`src/rtl/piso_shift_reg_pkg.sv`:
```
// Shared definitions for the parallel-in / serial-out shift register and its
// serial-in counterparts, so both ends agree on word width and state encoding.
package piso_shift_reg_pkg;

  localparam int DEFAULT_WIDTH = 4;

  typedef enum logic {
    ST_IDLE  = 1'b0,
    ST_SHIFT = 1'b1
  } state_t;

endpackage

```
`src/rtl/piso_shift_reg_bit_counter.sv`:
```
// Down-counter for the bits remaining in the current word: loads WIDTH-1,
// decrements on request and holds at zero instead of wrapping.
module bit_counter
  import piso_shift_reg_pkg::*;
#(
  parameter int WIDTH = DEFAULT_WIDTH,
  localparam int CW = $clog2(WIDTH)
) (
  input  logic clk,
  input  logic rst_n,
  input  logic load,
  input  logic dec,
  output logic zero
);

  logic [CW-1:0] count;

  always_ff @(posedge clk or negedge rst_n) begin
    if (!rst_n) begin
      count <= '0;
    end else if (load) begin
      count <= CW'(WIDTH - 1);
    end else if (dec && (count != '0)) begin
      count <= count - 1'b1;
    end
  end

  assign zero = (count == '0);

endmodule

```
`src/rtl/piso_shift_reg.sv`:
```
// Parallel-in, serial-out shift register with a load handshake and framing
// flags; back-to-back words stream with no idle cycle between them.
module piso_shift_reg
  import piso_shift_reg_pkg::*;
#(
  parameter int WIDTH     = DEFAULT_WIDTH,
  parameter bit MSB_FIRST = 1'b1
) (
  input  logic             Clk,
  input  logic             Rst_n,
  input  logic             Load,
  input  logic [WIDTH-1:0] Din,
  output logic             Ready,
  output logic             Dout,
  output logic             Valid,
  output logic             Last,
  output state_t           dbg_state
);

  // Handshake: a word is taken on a rising edge where Load && Ready; Ready
  // depends only on registered state, and Valid marks every cycle in which
  // Dout carries a data bit (Last flags the final bit of a word).
  state_t           state_q;
  state_t           state_d;
  logic [WIDTH-1:0] sr_q;
  logic             cnt_zero;
  logic             load_fire;
  logic             shift_en;

  assign load_fire = Load && Ready;
  assign shift_en  = (state_q == ST_SHIFT) && !cnt_zero;

  bit_counter #(.WIDTH(WIDTH)) u_bit_counter (
    .clk   (Clk),
    .rst_n (Rst_n),
    .load  (load_fire),
    .dec   (shift_en),
    .zero  (cnt_zero)
  );

  always_ff @(posedge Clk or negedge Rst_n) begin
    if (!Rst_n) begin
      state_q <= ST_IDLE;
    end else begin
      state_q <= state_d;
    end
  end

  always_comb begin
    state_d = state_q;
    case (state_q)
      ST_IDLE:  if (Load) state_d = ST_SHIFT;
      ST_SHIFT: if (cnt_zero && !Load) state_d = ST_IDLE;
      default:  state_d = ST_IDLE;
    endcase
  end

  always_ff @(posedge Clk or negedge Rst_n) begin
    if (!Rst_n) begin
      sr_q <= '0;
    end else if (load_fire) begin
      sr_q <= Din;
    end else if (shift_en) begin
      if (MSB_FIRST) begin
        sr_q <= {sr_q[WIDTH-2:0], 1'b0};
      end else begin
        sr_q <= {1'b0, sr_q[WIDTH-1:1]};
      end
    end
  end

  always_comb begin
    Ready = 1'b1;
    Valid = 1'b0;
    Last  = 1'b0;
    Dout  = 1'b0;
    if (state_q == ST_SHIFT) begin
      Ready = cnt_zero;
      Valid = 1'b1;
      Last  = cnt_zero;
      Dout  = MSB_FIRST ? sr_q[WIDTH-1] : sr_q[0];
    end
  end

  assign dbg_state = state_q;

endmodule
```
`config.mk`:
```
export PLATFORM = sky130hd
export DESIGN_NAME = piso_shift_reg
export DESIGN_NICKNAME = d
export VERILOG_FILES = /design/src/rtl/piso_shift_reg_pkg.sv /design/src/rtl/piso_shift_reg_bit_counter.sv /design/src/rtl/piso_shift_reg.sv
export SDC_FILE = /design/constraint.sdc
export NUM_CORES = 1
export LEC_CHECK = 0
export BUFFER_PORTS_ARGS = -buffer_cell sky130_fd_sc_hd__buf_2
export CORE_AREA = 4 4 41 43
export DETAILED_ROUTE_END_ITERATION = 10
export DIE_AREA = 0 0 45 47
export GPL_TIMING_DRIVEN = 0
export HOLD_SLACK_MARGIN = 0.12
export PLACE_DENSITY_LB_ADDON = 0.2
export SLEW_MARGIN = 20
export SYNTH_ARGS = -nofsm -noshare
export SYNTH_HDL_FRONTEND = slang
export SYNTH_SLANG_ARGS = --single-unit
export TNS_END_PERCENT = 50
```
`constraint.sdc`:
```
create_clock -name Clk -period 1.8 [get_ports Clk]
set_input_delay 0.36 -clock Clk [delete_from_list [all_inputs] [get_ports Clk]]
set_output_delay 0.36 -clock Clk [all_outputs]
set_load 0.05 [all_outputs]
```
==> results of run 1 <==
## cells in the final DEF (no fill, tap or decap)
cell type and instances:
clkbuf_4 4, a21o_2 1, buf_2 9, dfrtp_1 7, and2_1 3, ha_1 2, buf_4 1, clkbuf_1 1
nand2b_1 1, mux2i_1 2, mux2_2 1, dlygate4sd3_1 1, mux2_4 6, nor2_1 2, inv_1 3, buf_6 2
## routing by layer
layer	share of wire, %	track usage, %	up-vias
li1	-	-	127
met1	43	9.07	126
met2	48	11.6	9
met3	9.2	2.30	0
met4	0	7.02	0
met5	0	0	-
## layout make-up
type                            instances  area, sq um  share of cell area, %
Inverter                                3         11.3                   2.20
Clock buffer                            4         26.3                   5.13
Buffer                                  3         26.3                   5.13
Timing Repair Buffer                   11         66.3                   13.0
Sequential cell                         7          175                   34.2
Tap cell                               15         18.8                   3.67
Multi-Input combinational cell         18          188                   36.7
## cells by family (layout without fill, tap and decap cells)
kind of cell               Yosys count  in the layout
adders and majority gates            2              2
and+or+nand+nor                      6              6
DFF                                  7              7
muxes                                9              9
AOI/OAI and AO/OA                    1              1
buffers and inverters                6             21
## state kept, by name, indices dropped and copies added, names as in the netlist
| signal | flops |
|---|---|
| sr_q | 4 |
| dbg_state | 1 |
| u_bit_counter.count | 2 |
## worst max path at each step
stage,slack (ns),start,to,cells past startpoint
2_1_floorplan,0.27,dbg_state$_DFF_PN0_,Dout,1
3_3_place_gp,0.26,u_bit_counter.count[0]$_DFFE_PN0P_,Ready,5
3_5_place_dp,0.24,u_bit_counter.count[0]$_DFFE_PN0P_,Ready,5
4_1_cts,0.02,u_bit_counter.count[0]$_DFFE_PN0P_,Ready,5
5_1_grt,0.02,u_bit_counter.count[0]$_DFFE_PN0P_,Ready,5
6_report,0.09,u_bit_counter.count[0]$_DFFE_PN0P_,Ready,5
## Yosys cell counts (all sizes together)
| cell | n |
|---|---|
| nor2 | 2 |
| ha | 2 |
| a21o | 1 |
| buf | 3 |
| mux2 | 7 |
| dfrtp | 7 |
| nand2b | 1 |
| inv | 3 |
| mux2i | 2 |
| and2 | 3 |
## power by group
| part | switching, mW | internal, mW |
|---|---|---|
| Clock | 0.0627 | 0.0849 |
| Combinational | 0.305 | 0.239 |
| Sequential | 0.0404 | 0.224 |
## repair_timing
action	4_1_cts	5_1_grt
hold endpoints to repair	7	0
gates resized for setup	1	2
pin swaps	0	0
hold buffers	1	0
setup endpoints to repair	1	1
## worst max-delay path, cell delays in order (launching register included)
cell      delay (ns)
dfrtp_1         0.37
inv_1           0.07
ha_1            0.18
nand2b_1        0.13
clkbuf_4        0.19
buf_6           0.17
==> flow_summary.json, run 1 <==
{
  "drc": 0,
  "synthXorXnorAreaFrac_pct": 0,
  "powerDensity_mw_per_mm2": 1870,
  "min_path_cells": 2,
  "row_count": 13,
  "synthMuxAreaShare_pct": 30.5,
  "synth_nets": 40,
  "grt_overflow": 0,
  "fin_tns_setup_ns": 0,
  "setup_ws_ns": 0.0888,
  "vias": 262,
  "fin_total_pwr_mw": 0.956,
  "rsz0062_at_grt": "no",
  "clock_latency_ns": 0.25,
  "synth_seq_cells": 7,
  "avgSynthCellArea_sq_um": 12.8,
  "diodes": 0,
  "fill_cells": 141,
  "synthAdderAreaFrac_pct": 6.29,
  "place_inst": 56,
  "status": "finished, final reports clean",
  "first_iter_violations": 1,
  "hold_end": "dbg_state$_DFF_PN0_",
  "die_y_um": 47,
  "cts.path.max_buffers": 2,
  "cts_buffers": 3,
  "drtAntennaViolNets": 0,
  "dr.pass1.iters": 3,
  "setup_viol": 0,
  "layout-drive-gt1-share_pct": 52.2,
  "finalNonFillerCells": 61,
  "fin_util_pct": 39.3,
  "post_cts_buffers": 0,
  "finalClockSkew_ns": 0.00389,
  "relSlewSlack_pct": 83.4,
  "maxCapViolations": 0,
  "slew_violations": 0,
  "hold_path_startpoint": "Load",
  "design_area_sq_um": 512,
  "io_pins": 12,
  "synth.yosys.seq_area_share_pct": 44.0,
  "synth_compound_area_share_pct": 2.20,
  "fmax_mhz": 584,
  "syn2layout_area_growth_pct": 28.6,
  "critPathKind": "reg -> out",
  "arrival_ns": 1.35,
  "root_buffer": "clkbuf_4",
  "grt_max_degree": 8,
  "routed_wirelength_um": 685,
  "max-vdd-ir-drop_v": 0.000649,
  "clkTransAtPathRegs_ns": 0.06,
  "fin_crit_sh_pct": 95.1,
  "synth-simple-area-share_pct": 8.18,
  "yosysTopAreaCell": "dfrtp_1",
  "coreArea_sq_mm": 0.00130,
  "grt_usage_pct": 7.80,
  "finalCriticalPeriod_ns": 1.71,
  "vias_per_cell": 4.30,
  "place_area_sq_um": 467,
  "wl_per_cell_um": 11.2,
  "yosys_warnings": 0,
  "nNetsFinal": 56,
  "synth_top_family_by_area": "multiplexers",
  "reg2reg_from": "u_bit_counter.count[0]$_DFFE_PN0P_",
  "p_leak_nw": 0.271,
  "htreeDepth": 1,
  "crit_required_ns": 1.44,
  "reg2reg_to": "sr_q[1]$_DFFE_PN0P_",
  "synth_top_area_share_pct": 44.0,
  "end_kind": "output port",
  "die_w_um": 45,
  "rr_worst_depth": 5,
  "reg2reg_setup_slack_ns": 0.45,
  "finalHoldViolations": 0,
  "post-place-ws_ns": 0.242,
  "synth_area_leaders": "dfrtp_1 (44%), mux2_4 (23%), ha_1 (6.3%)",
  "grt_pass1_wl_um": 1120,
  "cts_tree": "done",
  "cts.sinks": 7,
  "syn_area_sq_um": 398,
  "startpoint_type": "register",
  "worst_pin_slew_ns": 0.250,
  "timing.hold.worst.class": "in -> reg",
  "initial_utilization_pct": 30.6,
  "dieArea_sq_mm": 0.00212,
  "whs_ns": 0.343,
  "synth_cells": 31,
  "cp_max_fo": 7,
  "place_congestion": 0.663,
  "grt_pass1_vias": 254,
  "portBuffers": 10,
  "antenna_found_initial": 0,
  "ys_types": 13
}
(Power assumes the default switching activity.)
==> run 2, diff against run 1 <==
- SYNTH_HIERARCHICAL: unset -> 1
==> run 2 against run 1 <==
Effect of this change:
- critical path depth unchanged
- die area unchanged
- sequential power down 2%
- combinational power up 5.5%
- via count up 5.7%
- wire length up 11%
- fmax up 0.29%
- critical endpoint unchanged
- highest routed layer is now met4
==> flow_summary.json, run 2 <==
{
  "vias": 277,
  "clock_latency_ns": 0.26,
  "power.switching_mw": 0.440,
  "largest_register": "sr_q",
  "place_area_sq_um": 458,
  "synth_nets": 40,
  "coreArea_sq_mm": 0.00130,
  "reg2reg_to": "u_bit_counter/count[0]$_DFFE_PN0P_",
  "cpPeakStageDelay_ns": 0.40,
  "portBuffers": 11,
  "crit_required_ns": 1.44,
  "nNetsFinal": 57,
  "finalHoldViolations": 0,
  "seqPwrFrac_pct": 26.4,
  "fin_tns_setup_ns": 0,
  "root_buffer": "clkbuf_4",
  "setup_viol": 0,
  "finalClockSkew_ns": 0.00308,
  "finalCriticalPeriod_ns": 1.71,
  "crit_chain": "inv_1, ha_2, nor2b_4, inv_2, buf_4",
  "layout-drive-gt1-share_pct": 52.1,
  "max-vdd-ir-drop_v": 0.000607,
  "rsz0062_at_grt": "no",
  "synth_ff_type": "dfrtp_1",
  "p_sw_share_pct": 44.7,
  "relSlewSlack_pct": 83.4,
  "slowest_stage": "dfrtp_1",
  "avgSynthCellArea_sq_um": 12.0,
  "drtAntennaViolNets": 0,
  "layout_common_cells": "buf_2 (10), dfrtp_1 (7)",
  "startpoint_type": "register",
  "timing.hold.worst.class": "in -> reg",
  "first_iter_violations": 6,
  "syn_area_sq_um": 384,
  "end_kind": "output port",
  "p_int_mw": 0.545,
  "routed_wirelength_um": 763,
  "grt_pass1_wl_um": 1280,
  "htreeDepth": 1,
  "synth_seq_cells": 7,
  "row_count": 13,
  "clkTransAtPathRegs_ns": 0.06,
  "reg2reg_from": "u_bit_counter/count[0]$_DFFE_PN0P_",
  "wl_per_cell_um": 12.1,
  "hold_end": "sr_q[0]$_DFFE_PN0P_",
  "async_reset_ff_share_pct": 100,
  "dr.pass1.iters": 4,
  "yosys-top-cells-count": "dfrtp_1 (7), mux2_1 (3), mux2_2 (3), mux2i_1 (3), nor2_1 (3)",
  "die_w_um": 45,
  "cts_tree": "done",
  "initial_utilization_pct": 29.5,
  "rr_worst_depth": 7,
  "critPathKind": "reg -> out",
  "io_pins": 12,
  "cts_buffers": 3,
  "whs_ns": 0.358,
  "synth_cells": 32,
  "mostFrequentLayoutCell": "buf_2",
  "status": "finished, final reports clean",
  "grt_pass1_vias": 313,
  "cts.path.max_buffers": 2,
  "fmax_mhz": 586,
  "powerDensity_mw_per_mm2": 1970,
  "fin_util_pct": 38.4,
  "startpoint": "u_bit_counter/count[0]$_DFFE_PN0P_",
  "yosys_warnings": 6,
  "seq_area_sq_um": 175,
  "post_cts_buffers": 0,
  "grt_overflow": 0,
  "synth_area_leaders": "dfrtp_1 (46%), mux2_1 (8.8%), mux2_2 (8.8%)",
  "p_leak_nw": 0.267,
  "synth_top_area_share_pct": 45.6,
  "yosysTopAreaCell": "dfrtp_1",
  "dieArea_sq_mm": 0.00212,
  "power.share.clock_pct": 15.4,
  "synth_edf_count": 0,
  "worst_pin_slew_ns": 0.251,
  "maxCapViolations": 0,
  "place_congestion": 0.705,
  "grt_max_degree": 8,
  "synth.yosys.seq_area_share_pct": 45.6,
  "antenna_found_initial": 0,
  "vias_per_cell": 4.40,
  "multi_input_comb_area_sq_um": 193,
  "cp_max_fo": 6,
  "design_area_sq_um": 499,
  "fill_cells": 137,
  "largest_reg_flops": 4,
  "slew_violations": 0,
  "cts.sinks": 7,
  "p_comb_share_pct": 58.2,
  "die_y_um": 47,
  "ys_types": 16,
  "arrival_ns": 1.35,
  "min_path_cells": 3,
  "fin_crit_sh_pct": 94.8,
  "hold_path_startpoint": "Din[0]",
  "diodes": 0,
  "grt_usage_pct": 8.84,
  "syn2layout_area_growth_pct": 30.0,
  "reg2reg_setup_slack_ns": 0.29,
  "dp_hpwl_um": 580,
  "yosysMostFrequentCell": "dfrtp_1",
  "drc": 0
}
[run 2: changes by cell type after synthesis, sizes merged]
cell   previous run  this run
and2b             0         2
buf               3         1
nor2b             0         2
a21o              1         0
ha                2         1
mux2              7         6
mux2i             2         3
nor2              2         3
[run 2: what timing repair did]
item | in CTS | in global routing
resized for setup | 1 | 1
endpoints found under the hold margin | 7 | 0
endpoints found under the setup margin | 1 | 2
hold buffers | 1 | 0
[run 2: kinds of logic (layout without fill, tap and decap cells)]
group | count (synthesis) | count (layout) | share of synthesized area (%)
simple gates | 11 | 11 | 20.8
mux | 9 | 9 | 25.4
flops | 7 | 7 | 45.6
buf+inv | 4 | 20 | 4.89
fa+ha+maj | 1 | 1 | 3.26
[run 2: area by class of cell]
cell class,count,share of cell area (%)
multi-input cells,21,38.6
flip-flops and latches,7,35.1
repair buffers,12,13.5
clock buffers,4,5.26
well taps,15,3.76
inverters,3,2.26
plain buffers,1,1.50
[run 2: power by group through the flow]
stage                     Sequential, mW  Combinational [mW]  Clock [mW]
after floorplan                    0.277               0.431           0
after global placement             0.257               0.535           0
after detailed placement           0.262               0.558           0
after CTS                          0.259               0.569       0.158
after global routing               0.267               0.615       0.167
final                              0.260               0.574       0.152
[run 2: metal layers]
layer  up-vias  track usage [%]  share of wire [%]
li1        135                -                  -
met1       123             9.30                 41
met2        17             15.0                 49
met3         2             1.15                9.3
met4         0             8.77               0.92
met5         -                0                  0
[run 2: worst max-delay path, delay by kind of cell (launching register included)]
kind,cells,cell delay [ns]
DFF,1,0.40
buffers and inverters,3,0.40
adders and majority gates,1,0.23
and+or+nand+nor,1,0.06
[run 2: worst max-delay path by stage]
stage	to
finish	Ready
global route	Ready
CTS	Ready
detailed placement	u_bit_counter/count[0]$_DFFE_PN0P_
global placement	u_bit_counter/count[0]$_DFFE_PN0P_
floorplan	u_bit_counter/count[0]$_DFFE_PN0P_
[run 2: metrics by stage]
step	power [mW]	setup slack, ns	instances
finish	0.986	0.0938	63
global route	1.05	0.0494	63
CTS	0.985	0.0580	63
detailed placement	0.820	0.260	58
global placement	0.792	0.302	58
floorplan	0.708	0.114	32
